===== src/rtl/pipe_pkg.sv =====
// Shared definitions for the ID/EX pipeline stage register: state encoding and bundle width.
package pipe_pkg;

  localparam int unsigned IDEX_WIDTH = 193;

  typedef enum logic [1:0] {
    StEmpty = 2'b00,
    StFull  = 2'b01,
    StSkid  = 2'b10
  } state_e;

  function automatic logic [1:0] state_occupancy(input state_e s);
    logic [1:0] occ;
    occ = 2'd0;
    case (s)
      StFull:  occ = 2'd1;
      StSkid:  occ = 2'd2;
      default: occ = 2'd0;
    endcase
    return occ;
  endfunction

endpackage


===== src/rtl/pipe_data_reg.sv =====
// Payload register with load enable and asynchronous active-high reset to RESET_VALUE.
module pipe_data_reg #(
  parameter int unsigned     WIDTH       = 193,
  parameter logic [WIDTH-1:0] RESET_VALUE = '0
) (
  input  logic             clk,
  input  logic             rst,
  input  logic             i_en,
  input  logic [WIDTH-1:0] i_d,
  output logic [WIDTH-1:0] o_q
);

  logic [WIDTH-1:0] r_q;

  always_ff @(posedge clk or posedge rst) begin
    if (rst) begin
      r_q <= RESET_VALUE;
    end else if (i_en) begin
      r_q <= i_d;
    end
  end

  assign o_q = r_q;

endmodule


===== src/rtl/pipe_stage_reg.sv =====
// Valid/ready pipeline stage register; define PIPE_STAGE_REG_SKID_EN to add a skid slot
// so in_ready is decoded from registered state only.
module pipe_stage_reg
  import pipe_pkg::*;
#(
  parameter int unsigned      WIDTH       = IDEX_WIDTH,
  parameter logic [WIDTH-1:0] RESET_VALUE = '0
) (
  input  logic             clk,
  input  logic             rst,
  input  logic             flush,
  input  logic             in_valid,
  output logic             in_ready,
  input  logic [WIDTH-1:0] in_data,
  output logic             out_valid,
  input  logic             out_ready,
  output logic [WIDTH-1:0] out_data,
  output logic [1:0]       occupancy
);

  state_e           r_state;
  state_e           w_state_next;
  logic             w_in_fire;
  logic             w_out_fire;
  logic             w_main_en;
  logic [WIDTH-1:0] w_main_d;
  logic [WIDTH-1:0] w_main_q;
`ifdef PIPE_STAGE_REG_SKID_EN
  logic             w_skid_en;
  logic [WIDTH-1:0] w_skid_q;
`endif

  assign out_valid = (r_state != StEmpty);
  assign occupancy = state_occupancy(r_state);
  assign out_data  = w_main_q;

`ifdef PIPE_STAGE_REG_SKID_EN
  assign in_ready = !flush && (r_state != StSkid);
`else
  assign in_ready = !flush && (!out_valid || out_ready);
`endif

  assign w_in_fire  = in_valid && in_ready;
  assign w_out_fire = out_valid && out_ready;

  always_ff @(posedge clk or posedge rst) begin
    if (rst) begin
      r_state <= StEmpty;
    end else begin
      r_state <= w_state_next;
    end
  end

  // Flush wins over any fire and leaves both payload slots untouched.
  always_comb begin
    w_state_next = r_state;
    w_main_en    = 1'b0;
    w_main_d     = in_data;
`ifdef PIPE_STAGE_REG_SKID_EN
    w_skid_en    = 1'b0;
`endif
    if (flush) begin
      w_state_next = StEmpty;
    end else begin
      case (r_state)
        StEmpty: begin
          if (w_in_fire) begin
            w_main_en    = 1'b1;
            w_state_next = StFull;
          end
        end
        StFull: begin
          if (w_in_fire && w_out_fire) begin
            w_main_en = 1'b1;
          end else if (w_out_fire) begin
            w_state_next = StEmpty;
`ifdef PIPE_STAGE_REG_SKID_EN
          end else if (w_in_fire) begin
            w_skid_en    = 1'b1;
            w_state_next = StSkid;
`endif
          end
        end
`ifdef PIPE_STAGE_REG_SKID_EN
        StSkid: begin
          if (out_ready) begin
            w_main_en    = 1'b1;
            w_main_d     = w_skid_q;
            w_state_next = StFull;
          end
        end
`endif
        default: w_state_next = StEmpty;
      endcase
    end
  end

  pipe_data_reg #(
    .WIDTH      (WIDTH),
    .RESET_VALUE(RESET_VALUE)
  ) u_main_reg (
    .clk (clk),
    .rst (rst),
    .i_en(w_main_en),
    .i_d (w_main_d),
    .o_q (w_main_q)
  );

`ifdef PIPE_STAGE_REG_SKID_EN
  pipe_data_reg #(
    .WIDTH      (WIDTH),
    .RESET_VALUE(RESET_VALUE)
  ) u_skid_reg (
    .clk (clk),
    .rst (rst),
    .i_en(w_skid_en),
    .i_d (in_data),
    .o_q (w_skid_q)
  );
`endif

endmodule

===== config.mk =====
export PLATFORM = sky130hd
export DESIGN_NAME = pipe_stage_reg
export DESIGN_NICKNAME = d
export VERILOG_FILES = /design/src/rtl/pipe_pkg.sv /design/src/rtl/pipe_data_reg.sv /design/src/rtl/pipe_stage_reg.sv
export SDC_FILE = /design/constraint.sdc
export NUM_CORES = 1
export LEC_CHECK = 0
export CAP_MARGIN = 20
export CELL_PAD_IN_SITES_DETAIL_PLACEMENT = 0
export CELL_PAD_IN_SITES_GLOBAL_PLACEMENT = 1
export CORE_AREA = 2 2 152 154
export DETAILED_ROUTE_END_ITERATION = 10
export DIE_AREA = 0 0 154 156
export GPL_TIMING_DRIVEN = 0
export PLACE_DENSITY = 0.84
export SLEW_MARGIN = 15
export SYNTH_ARGS = -nofsm -noshare
export SYNTH_HDL_FRONTEND = slang
export SYNTH_SLANG_ARGS = --single-unit

===== constraint.sdc =====
create_clock -name clk -period 16.6 [get_ports clk]
set_input_delay 2.49 -clock clk [delete_from_list [all_inputs] [get_ports clk]]
set_output_delay 2.49 -clock clk [all_outputs]
set_load 0.03 [all_outputs]

# Word level (Yosys, flattened, before mapping)
# Cells that the tools add are included.
# W data, S select, Z words.
[op_classes] add_sub_neg=0 multipliers=0 div=0 order_cmp=0 n_eq_ne=5 n_shift=0 muxes=10 n_bitwise=0 reduce_logical=10
[op_table] operator="$ne A3 B3 Y1 const B" count=3
[op_table] operator="$mux W2" count=4
[op_table] operator="$pmux W2 S2" count=2
[op_table] operator="$logic_and A1 B1 Y1" count=4
[op_table] operator="$mux W1" count=3
[op_table] operator="$reduce_and A3 Y1" count=1
[op_table] operator="$eq A2 B1 Y1 const B" count=1
[op_table] operator="$eq A2 B2 Y1 const B" count=1
[op_table] operator="$logic_not A1 Y1" count=2
[op_table] operator="$logic_not A2 Y1" count=1
[op_table] operator="$pmux W1 S2" count=1
[op_table] operator="$reduce_bool A2 Y1" count=1
[op_table] operator="$logic_or A1 B1 Y1" count=1
[totals] regBits=195 latch_bits=0 mem_bits_rw=0 rom_bits=0 input_bits=198 wordCells=27 n_memories=0

# Depth between registers and ports, before layout
# Gate-level depths: netlist of run 1.
[logic_depth] ltp_word=9 depth_mapped=5 ltp_nobuf=3

# Cells and area by module
# Synthesis of run 1 repeated with hierarchy kept, for this count alone.
[unflattened] hier_cells=417 hier_area_um2=7310.8
[modules_own_cells] module="pipe_data_reg" n_inst=1 cells_per_inst=408 area_each_um2=7223.2 seq_area_each_um2=4829.6
[modules_own_cells] module="pipe_stage_reg" n_inst=1 cells_per_inst=9 area_each_um2=87.6 seq_area_each_um2=25.0

# Least setup slack after synthesis of run 1
# Ideal clock, no wire load.
[synth_timing] path_kind="input to output" start="input port out_ready" end="output port in_ready" arrival_time_ns=2.926 required_time_ns=14.110 setup_slack_ns=11.184 cell_stages=2 n_path_buf=0 path_cell_list="nor2b_4 nor2_1"
[synth_via] elab_chain_cells=2
[synth_lines] element="start, declared" line="pipe_stage_reg.sv:16" text="input logic out_ready,"
[synth_lines] element="$logic_or A1 B1 Y1" line="pipe_stage_reg.sv:40" text="assign in_ready = !flush && (!out_valid || out_ready);"
[synth_lines] element="$logic_and A1 B1 Y1" line="pipe_stage_reg.sv:40"
[synth_lines] element="end, declared" line="pipe_stage_reg.sv:13" text="output logic in_ready,"
# Every way passes these cells.

# Worst setup path after layout of run 1
# Same ends and word-level chain as after synthesis.

==> metrics.yaml, run 1 <==
status:
  status: "finished, final reports clean"
cts:
  insertion_delay_ns: 0.43
  cts_hold_buf: 0
  cts_tree: "yes"
  cts_resized: 0
  postCtsSetupBuffers: 0
  cts-htree-levels: 4
  clkSlewWorstSetupHoldPaths_ns: 0.07
  cts_buffers: 17
  clk_path_buf_depth: 2
  cts_root_buf: "clkbuf_16"
  clock_sinks: 194
drt:
  route.antenna.remaining_nets: 0
  via_per_inst: 4.45
  wl_per_cell_um: 17.8
  dr.pass1.iters: 4
  vias: 5024
  drt_iter0_drc: 160
  drc: 0
  wirelength_mm: 20.1
worst_setup_path:
  cp.required_ns: 14.11
  arrival_ns: 3.84
  ff2ff_setup_slack_ns: 14.87
  crit_slowest_cell: "clkdlybuf4s50_1"
  slowest_delay_ns: 0.70
  path_class: "primary input to output pin"
  critPathBufInv: 2
  worstPathCellList: "clkdlybuf4s50_1 > nor2b_4 > nor2_1 > clkdlybuf4s50_1"
  r2r-start: "r_state[0]"
  critPathLaunchType: "primary input"
  crit_family: "buffers and inverters"
  timing.rr.end: "u_main_reg.o_q[176]"
  crit_path_frequent_cell: "clkdlybuf4s50_1"
  end_kind: "output pin"
  r2r.worst_path.cells: 5
  worstPathMaxFanout: 3
grt:
  grt_pass1_wl_mm: 31.3
  grtUsageMet2_pct: 29.4
  antenna_found_initial: 0
  grt_pass1_vias: 5621
  gr-total-overflow: 0
  track_usage_pct: 16.9
  busiest_layer: "met2"
  grt_util_met3_pct: 5.53
  grt.met1_usage_pct: 19.6
  grt_max_degree: 74
place:
  place_hpwl_mm: 15.4
  dpl_cell_area_um2: 11600
  place.gp.congestion: 0.713
  io_buffers: 393
synthesis:
  ys_seq_area_share_pct: 67.0
  syn-mean-instance-area_um2: 17.4
  yosys-top-cells-area: "dfrtp_1, mux2_1, mux2_2, buf_4, nor3b_4"
  synth_common_cells: "dfrtp_1, mux2_1, mux2_2"
  synth.most_common_cell: "dfrtp_1"
  async_reset_ff_share_pct: 100
  synthDistinctLibCells: 10
  syn_nets: 615
  synth_top_cell_by_area: "dfrtp_1"
  ys.flop_type: "dfrtp_1"
  yosys.area.top_type_share_pct: 67.0
  synth-edff-count: 0
  synthesis.area_um2: 7250
  ys_seq_elements: 194
  yosysWarnings: 0
  netlist_instances: 417
power_and_ir_drop:
  vdd_ir_drop_max_v: 0.0000568
  power_density_nw_per_um2: 122
  leakagePower_nw: 5.02
floorplanning:
  rows: 55
  coreArea_um2: 22400
  die_y_um: 156
  die_area_um2: 24000
  pin_count: 395
  start_util_pct: 32.4
  fp.dieW_um: 154
timing:
  finalCritPeriodShare_pct: 38.2
  finalSetupViolCount: 0
  hold_viol_final: 0
  report.final.slew_viol_count: 0
  rsz0062_at_grt: "false"
  min_period_ns: 6.33
  fmax_mhz: 158
  setup_tns_ns: 0
  skew_ns: 0.00881
final_layout:
  drive_gt1_share_pct: 16.8
  post-route-cell-area_um2: 12200
  areaGrowthSynthToFinish_pct: 68.0
  antenna_cells: 0
  n_fill_cell: 1890
  num-nets-final: 1029
hold_path:
  holdCritStartpoint: "u_main_reg.o_q[52]"
  holdPathStages: 1
  holdPathEnd: "u_main_reg.o_q[52]"
  hold_class: "flop to flop"
job:
  cap_violations: 0
flip-flops by register name (all words and copies together) (netlist names):
signal and flops:
r_state 1, u_main_reg.o_q 193
through the flow:
step / hold slack (ns) / worst slack, ns / cells / utilization [%] / power, mW
after detailed placement: 0.474 / 10.27 / 1097 / 51.9 / 1.10
after floorplan: 0.689 / 8.83 / 417 / - / 0.848
after global routing: 0.498 / 10.21 / 1128 / 54.4 / 1.55
after CTS: 0.490 / 10.26 / 1128 / 54.4 / 1.50
final: 0.484 / 10.27 / 1128 / 54.4 / 1.48
after global placement: 0.466 / 5.91 / 1095 / 51.6 / 1.09
logic make-up (layout without fill, tap and decap cells):
logic type / after synthesis / count (layout) / synth area share, %
buffers and inverters: 24 / 450 / 2.37
flip-flops: 194 / 194 / 67.0
multiplexers: 193 / 193 / 30.0
other: 1 / 1 / 0.0517
AND/OR/NAND/NOR: 5 / 5 / 0.604
final cells by class:
cell class | instances | area [µm²] | share of cell area [%]
well taps | 285 | 357 | 2.93
clock buffers | 19 | 453 | 3.72
inverters | 1 | 11.3 | 0.0925
multi-input cells | 199 | 2220 | 18.2
clock inverters | 12 | 120 | 0.987
flip-flops and latches | 194 | 4850 | 39.9
repair buffers | 395 | 3990 | 32.8
plain buffers | 23 | 168 | 1.38
worst register-to-register path: stages, from the launching register on:
cell and delay, ns:
dfrtp_1 0.41, nor2b_4 0.16, nor3b_4 0.22, buf_4 0.25, buf_4 0.23, mux2_1 0.35
layer usage:
layer	part of all wire [%]	wire length, µm
met2	51	10200
met5	0	0
met1	39	7860
met3	8.1	1630
met4	2.0	398
cells in the final DEF, fill, tap and decap left out:
master,instances
nor2_1,3
clkinv_8,1
buf_4,21
nor3b_4,1
mux2_2,83
inv_8,4
clkbuf_16,17
inv_6,1
clkdlybuf4s50_1,393
nor2b_4,1
conb_1,1
mux2_1,110
dfrtp_1,194
clkinv_4,7
buf_16,2
clkbuf_8,2
buf_2,2
where the power goes:
part / leakage, nW / switching, mW / internal (mW) / total (mW)
clock: 0.282 / 0.193 / 0.206 / 0.399
sequential: 2.28 / 0.0392 / 0.553 / 0.592
combinational: 2.46 / 0.257 / 0.233 / 0.490
worst max-delay path by stage:
stage               startpoint                 end  slack, ns  cells past startpoint
floorplan                  rst          r_state[0]       8.83                      1
global placement           rst  u_main_reg.o_q[28]       5.91                      2
global route         out_ready            in_ready      10.21                      4
CTS                  out_ready            in_ready      10.26                      4
finish               out_ready            in_ready      10.27                      4
detailed placement   out_ready            in_ready      10.27                      4
Power figures use the tool's default switching activity.
==> inputs of run 2 (changes only) <==
Settings changed: CORE_AREA 2 2 152 154 to not set, CORE_UTILIZATION set to 27, DIE_AREA 0 0 154 156 to not set, PLACE_DENSITY 0.84 to 0.75.
Clock period 16.6 ns to 5.5 ns, I/O delays scaled along.
==> metrics.yaml, run 2 (same netlist as run 1, synthesis figures left out) <==
cts:
  cts_tree: "yes"
  cts_resized: 0  # unchanged
  cts-htree-levels: 4  # unchanged
  insertion_delay_ns: 0.42  # about the same
  cts_hold_buf: 0  # unchanged
  cts_root_buf: "clkbuf_16"
  postCtsSetupBuffers: 0  # unchanged
  cts_buffers: 17  # unchanged
  clock_sinks: 194  # unchanged
  clk_path_buf_depth: 2  # unchanged
  clkSlewWorstSetupHoldPaths_ns: 0.07  # about the same
grt:
  grt_pass1_vias: 5329  # -5.2%
  grt_max_degree: 34  # -54%
  grt_pass1_wl_mm: 31.2  # -0.35%
  gr-total-overflow: 0  # unchanged
  track_usage_pct: 14.7  # -2.2 points
  antenna_found_initial: 1  # +1
floorplanning:
  fp.dieW_um: 166  # +7.7%
  rows: 59  # +7.3%
  coreArea_um2: 26200  # +17%
  start_util_pct: 27.7  # -4.7 points
  pin_count: 395  # unchanged
  die_area_um2: 27500  # +14%
  die_y_um: 166  # +6.3%
final_layout:
  drive_gt1_share_pct: 17.2  # +0.37 points
  post-route-cell-area_um2: 12300  # +1.1%
  areaGrowthSynthToFinish_pct: 69.9
  final_cell_mix: "clkdlybuf4s50_1, dfrtp_1, mux2_1"
  num-nets-final: 1033  # +0.39%
  antenna_cells: 0  # unchanged
  post-route-util_pct: 47.0  # -7.5 points
  final_common_cell: "clkdlybuf4s50_1"
  largest_reg_flops: 193  # unchanged
drt:
  drt_iter0_drc: 248  # +55%
  drc: 26  # +26
  vias: 5011  # -0.26%
  wirelength_mm: 19.9  # -1.0%
  via_per_inst: 4.24  # -4.9%
  dr.pass1.iters: 7  # +3
  route.antenna.remaining_nets: 0  # unchanged
  wl_per_cell_um: 16.8  # -5.6%
worst_setup_path:
  crit_slowest_cell: "clkdlybuf4s50_1"
  critPathLaunchType: "primary input"
  crit_family: "buffers and inverters"
  worstPathCellList: "clkdlybuf4s50_1 > nor2b_4 > nor2_1 > clkdlybuf4s50_1"
  worstPathMaxFanout: 3  # unchanged
  crit_path_frequent_cell: "clkdlybuf4s50_1"
  arrival_ns: 2.19  # -1.65 ns
  critPathBufInv: 2  # unchanged
  slowest_delay_ns: 0.70  # about the same
  end_kind: "output pin"
  path_class: "primary input to output pin"
  cp.required_ns: 4.68  # -9.43 ns
timing:
  report.final.slew_viol_count: 0  # unchanged
  finalSetupViolCount: 0  # unchanged
  hold_viol_final: 0  # unchanged
  setup_tns_ns: 0  # unchanged
  finalCritPeriodShare_pct: 54.9
  relSlewSlack_pct: 50.7
  skew_ns: 0.00945  # +0.000633 ns
  min_period_ns: 3.02
  rsz0062_at_grt: "false"
  tightest_slew_ns: 0.738
  fmax_mhz: 331
  fin_ws_ns: 2.48  # -7.78 ns
power_and_ir_drop:
  power_density_nw_per_um2: 365  # +200%
  vdd_ir_drop_max_v: 0.000173  # +200%
  leakagePower_nw: 5.06  # +0.65%
  power_mw: 4.49  # +200%
status:
  status: "finished, violations left"
  failed_checks: "design-rule violations"
place:
  dp_slack_ns: 2.50  # -7.78 ns
  place.gp.congestion: 0.745  # +4.4%
  place_hpwl_mm: 15.4  # +0.16%
  io_buffers: 393  # unchanged
  dpl_cell_area_um2: 11700  # +1.2%
job:
  cap_violations: 0  # unchanged
hold_path:
  hold_class: "flop to flop"
-- run 2: cell types whose count changed in the layout (fill, tap and decap cells not counted) --
cell,previous run,this run
clkinv_4,7,0
inv_6,1,7
buf_12,0,4
clkbuf_8,2,0
clkinv_2,0,2
clkinv_8,1,3
inv_8,4,2
clkbuf_1,0,1
clkinvlp_4,0,1
-- run 2: worst paths after layout --
check,startpoint,end,slack [ns],depth (start not counted)
setup / recovery,out_ready,in_ready,2.48,4
max in group asynchronous,rst,u_main_reg.o_q[111],3.74,4
hold / removal,u_main_reg.o_q[178],u_main_reg.o_q[178],0.48,1
hold reg to reg,u_main_reg.o_q[178],u_main_reg.o_q[178],0.48,1
min in group asynchronous,rst,u_main_reg.o_q[75],0.88,2
setup reg to reg,r_state[0],u_main_reg.o_q[37],3.72,5
-- run 2: power breakdown --
group / internal, mW / switching, mW
logic: 0.710 / 0.772
clock network: 0.608 / 0.615
registers: 1.67 / 0.117
total: 2.99 / 1.50
-- run 2: through the flow --
step	instances	hold slack, ns
floorplan	417	0.689
global placement	1145	0.467
detailed placement	1151	0.474
CTS	1183	0.491
global route	1183	0.494
finish	1183	0.485
-- run 2: cell type report --
cell class,instances,area [µm²]
Buffer,23,168
Clock buffer,18,429
Clock inverter,14,143
Fill cell,2370,13900
Inverter,1,7.51
Multi-Input combinational cell,199,2220
Sequential cell,194,4850
Tap cell,335,419
Timing Repair Buffer,399,4070
-- run 2: routing by layer --
layer | wire (µm) | up-vias | GRT usage, %
met5 | 9 | - | 0
met4 | 278 | 2 | 4.23
met3 | 1790 | 18 | 5.27
met2 | 9980 | 215 | 25.2
met1 | 7830 | 2488 | 17.3
li1 | - | 2288 | -
-- run 2: worst reg2reg max path: stages, from the launching register on --
cell     delay [ns]
dfrtp_1        0.43
nor2b_4        0.16
nor3b_4        0.24
buf_4          0.24
buf_4          0.24
mux2_1         0.34
==> inputs of run 3 (changes only) <==
Clock period 5.5 ns to 2.6 ns, I/O delays scaled along.
==> results of run 3 <==
Same layout as run 2 (identical final DEF). Status: finished, violations left: design-rule violations.
Main changes from that run: setup slack after placement 2.50 ns -> 0.382 ns; clock-pin slew on the worst setup and hold paths 0.07 ns -> 0.08 ns; setup slack after layout 2.48 ns -> 0.387 ns; hold slack 0.485 ns -> 0.449 ns; start point of the critical path out_ready -> r_state[0]; register-to-register setup slack 3.72 ns -> 0.82 ns; total power 4.49 mW -> 9.50 mW; worst IR drop on VDD 0.000173 V -> 0.000365 V
